<file path="src/rtl/button_gesture_decoder.sv">
// Classifies debounced press/release pulses into short press, long press and
// double click gestures; every gesture output is a registered one-cycle pulse.
module button_gesture_decoder #(
   parameter int CLK_FREQ        = 25_000_000,
   parameter int LONG_PRESS_MS   = 500,
   parameter int DOUBLE_CLICK_MS = 250
) (
   input  logic clk,
   input  logic rst_n,
   input  logic btn_pressed,
   input  logic btn_released,
   output logic short_press,
   output logic long_press,
   output logic double_click,
   output logic held
);

   localparam int LONG_CYCLES = (CLK_FREQ / 1000) * LONG_PRESS_MS;
   localparam int DC_CYCLES   = (CLK_FREQ / 1000) * DOUBLE_CLICK_MS;
   localparam int MAX_CYCLES  = (LONG_CYCLES > DC_CYCLES) ? LONG_CYCLES : DC_CYCLES;
   localparam int CW          = $clog2(MAX_CYCLES + 1);

   localparam logic [CW-1:0] LONG_LAST = CW'(LONG_CYCLES - 1);
   localparam logic [CW-1:0] DC_LAST   = CW'(DC_CYCLES - 1);
   localparam logic [CW-1:0] CNT_SAT   = '1;

   typedef enum logic [2:0] {
      IDLE      = 3'd0,
      PRESSED1  = 3'd1,
      WAIT2     = 3'd2,
      PRESSED2  = 3'd3,
      LONG_HELD = 3'd4
   } state_t;

   state_t          state_q, state_d;
   logic [CW-1:0]   cnt_q, cnt_d;
   logic            short_d, long_d, dc_d, held_d;
   logic            ev_press, ev_release;

   // Simultaneous press and release is a protocol violation and counts as no event.
   assign ev_press   = btn_pressed  & ~btn_released;
   assign ev_release = btn_released & ~btn_pressed;

   always_comb begin
      state_d = state_q;
      short_d = 1'b0;
      long_d  = 1'b0;
      dc_d    = 1'b0;
      unique case (state_q)
         IDLE: begin
            if (ev_press) state_d = PRESSED1;
         end
         PRESSED1: begin
            if (ev_release) begin
               state_d = WAIT2;
            end else if (cnt_q == LONG_LAST) begin
               state_d = LONG_HELD;
               long_d  = 1'b1;
            end
         end
         WAIT2: begin
            if (ev_press) begin
               state_d = PRESSED2;
            end else if (cnt_q == DC_LAST) begin
               state_d = IDLE;
               short_d = 1'b1;
            end
         end
         PRESSED2: begin
            if (ev_release) begin
               state_d = IDLE;
               dc_d    = 1'b1;
            end
         end
         LONG_HELD: begin
            if (ev_release) state_d = IDLE;
         end
         default: state_d = IDLE;
      endcase
      held_d = (state_d == LONG_HELD);
   end

   // Counter restarts on every state change and saturates instead of wrapping.
   always_comb begin
      cnt_d = cnt_q;
      if (state_d != state_q) begin
         cnt_d = '0;
      end else if ((state_q == PRESSED1 || state_q == WAIT2) && cnt_q != CNT_SAT) begin
         cnt_d = cnt_q + 1'b1;
      end
   end

   always_ff @(posedge clk or negedge rst_n) begin
      if (!rst_n) begin
         state_q      <= IDLE;
         cnt_q        <= '0;
         short_press  <= 1'b0;
         long_press   <= 1'b0;
         double_click <= 1'b0;
         held         <= 1'b0;
      end else begin
         state_q      <= state_d;
         cnt_q        <= cnt_d;
         short_press  <= short_d;
         long_press   <= long_d;
         double_click <= dc_d;
         held         <= held_d;
      end
   end

endmodule

</file>
<file path="config.mk">
export PLATFORM = sky130hd
export DESIGN_NAME = button_gesture_decoder
export DESIGN_NICKNAME = d
export VERILOG_FILES = /design/src/rtl/button_gesture_decoder.sv
export SDC_FILE = /design/constraint.sdc
export NUM_CORES = 1
export LEC_CHECK = 0
export ABC_AREA = 1
export CAP_MARGIN = 20
export CORE_ASPECT_RATIO = 1.25
export CORE_UTILIZATION = 54
export DETAILED_ROUTE_END_ITERATION = 7
export HOLD_SLACK_MARGIN = 0.1
export PLACE_DENSITY = 0.72
export SLEW_MARGIN = 5
export SYNTH_ARGS = -nofsm -noshare
export SYNTH_HDL_FRONTEND = slang
export SYNTH_SLANG_ARGS = --single-unit
export TNS_END_PERCENT = 20
</file>
<file path="constraint.sdc">
create_clock -name clk -period 2.4 [get_ports clk]
set_clock_uncertainty 0.2 [all_clocks]
set_input_delay 0.48 -clock clk [delete_from_list [all_inputs] [get_ports clk]]
set_output_delay 0.48 -clock clk [all_outputs]
set_load 0.01 [all_outputs]
</file>
==> reports/qor.yml <==
outcome:
  status: "completed"
layout:
  layout_commonest_cell: "nand2_1"
  layout_common_cells: "nand2_1 (54), nor2_1 (43), inv_1 (35), dfrtp_1 (31), nor2_2 (24)"
  layout-drive-gt1-share_pct: 17.8
  final_nets: 285
  multi_input_area_um2: 1010
  synthToLayoutAreaGrowth_pct: 11.7
  antenna_cells: 0
  seq_area_um2: 776
  fillerInstances: 326
logic_synthesis:
  synth_edf_count: 0
  synth_area_leaders: "dfrtp_1 (40%), nand2_1 (10%), nor2_1 (8.3%)"
  synth-seq-area-share_pct: 39.7
  syn_inst: 266
  yosysUniqueCellTypes: 27
  postSynthAreaPerCell_um2: 7.34
  ys_seq_elements: 31
  syn-num-nets: 271
  yosysTopAreaCell: "dfrtp_1"
  synth_warnings: 0
  ys.flop_type: "dfrtp_1"
  ys_async_sr_fraction_pct: 100
  synth_area_um2: 1950
  yosysTopAreaCellShare_pct: 39.7
die:
  initial_core_util_pct: 56.1
  die-area_um2: 3860
  die_w_um: 55.8
  io_pins: 8
  die_h_um: 69.2
  rows: 24
  core-area_um2: 3480
timing:
  fmax_ghz: 0.464
  relSlewSlack_pct: 74.3
  period_share_pct: 89.7
  finalSetupTns_ps: 0
  hold_viol: 0
  rsz0062_at_grt: "no"
  tightestPinTransition_ps: 386
  setup_violations: 0
  fin_ws_ps: 246
  maxSlewViolCount: 0
  period_needed_ps: 2150
  fin_hold_ws_ps: 364
power:
  pwr-share-seq_pct: 34.4
  p_comb_share_pct: 34.2
  pwr-share-clk_pct: 31.3
  p_int_w: 0.00104
  peakVddDrop_uv: 905
  report.power.total_w: 0.00167
  p_leak_nw: 0.976
  p_switching_w: 0.000634
  swShare_pct: 37.9
  cellPowerDensity_nw_per_um2: 767
global_routing:
  grt_pass1_wl_um: 7130
  grt_use_total_pct: 23.5
  grt.overflow.total: 0
  grt_pass1_vias: 1652
  grt_start_max_net_pins: 32
  antenna_found_initial: 0
flow_run:
  maxCapViolations: 0
drt:
  vias: 1683
  detail_route.wl_per_cell_um: 12.5
  drc: 0
  first_iter_violations: 80
  vias_per_cell: 5.26
  wl_um: 4000
  first_pass_iters: 4
  drtAntennaViolNets: 0
critical_path:
  criticalPathCategory: "register to register"
  arrival_ps: 2110
  r2r_start: "cnt_q[0]"
  critPathMaxFanout: 21
  required_ps: 2350
  start_kind: "register"
  critPathCaptureType: "register"
  crit_start: "cnt_q[0]"
cts:
  htree_levels: 2
  clk_pin_slew_ps: 60
  clk-insertion-delay-late_ps: 280
  cts_tree: "done"
  cts_hold_buf: 0
  ctsResizeCount: 0
  cts_buffers: 5
  cts_root_buf: "clkbuf_8"
  clk_path_buf_depth: 2
  cts_setup_buffers: 0
  clock-sinks: 31
hold_path:
  hold_path.class: "register to register"
  min_from: "cnt_q[11]"
place:
  gp_congestion: 0.883
  dp.final_hpwl_um: 3030
  dpl_worst_slack_ps: 30.5
  port_buffers: 7
-- cells by family after synthesis --
| logic type | Yosys count | share of synthesized area (%) |
|---|---|---|
| AO/OA/AOI/OAI | 12 | 3.72 |
| flip-flops | 31 | 39.7 |
| adder cells (fa/ha/maj) | 1 | 0.641 |
| XOR/XNOR | 13 | 5.83 |
| buffers and inverters | 40 | 8.65 |
| AND/OR/NAND/NOR | 169 | 41.4 |
-- cells in the mapped netlist, types with 2 or more instances --
master / n
nand2_2: 7
o21bai_1: 2
nor3_1: 4
inv_1: 35
o21ai_0: 6
xor2_1: 12
nand2_1: 54
nand4_1: 11
nor2_1: 43
nor2_2: 24
nand3_1: 20
inv_2: 2
dfrtp_1: 31
buf_6: 2
-- registers in the layout, summed over array words and instances, names as in the netlist --
register	flops
state_q	3
long_press	1
held	1
short_press	1
double_click	1
cnt_q	24
-- metal layers --
| metal | track usage [%] | share of wire [%] |
|---|---|---|
| met4 | 13.3 | 3.1 |
| met5 | 0 | 0 |
| met3 | 4.48 | 3.5 |
| met1 | 30.1 | 45 |
| met2 | 37.1 | 48 |
-- per-stage QoR --
step	util [%]	cells	cell area, um^2
2_1_floorplan	-	266	1950
3_3_place_gp	59.3	312	2060
3_5_place_dp	59.3	312	2060
4_1_cts	62.6	320	2180
5_1_grt	62.6	320	2180
6_report	62.6	320	2180
-- path summary, 6_finish.rpt --
check,cells past startpoint,slack (ps),to
worst max-delay path,10,250,cnt_q[23]
worst min-delay path,2,360,cnt_q[11]
worst max register to register,10,250,cnt_q[23]
worst min register to register,2,360,cnt_q[11]
max in group asynchronous,2,1330,cnt_q[18]
min in group asynchronous,2,380,long_press
-- power by group through the flow --
stage	Sequential, W	Combinational (W)	Clock [W]
floorplan	0.000581	0.000502	0
global placement	0.000585	0.000575	0
detailed placement	0.000585	0.000576	0
CTS	0.000576	0.000578	0.000536
global route	0.000577	0.000640	0.000557
finish	0.000576	0.000573	0.000524
-- critical path: stages (launching register included) --
cell and delay (ps):
dfrtp_1 380, ha_1 170, nand2_1 120, nor2_1 160, nand3_1 130, inv_1 120, nand2_2 70, a21oi_1 150
nand2_2 130, nand2_4 300, nor2_1 90
-- final cells by class --
class,instances,share of cell area (%)
clock buffer,6,3.78
clock inverter,2,1.61
inverter,37,6.36
multi-input combinational,195,46.2
sequential,31,35.6
tap,39,2.24
timing repair buffer,10,4.24
Power figures use the tool's default switching activity.
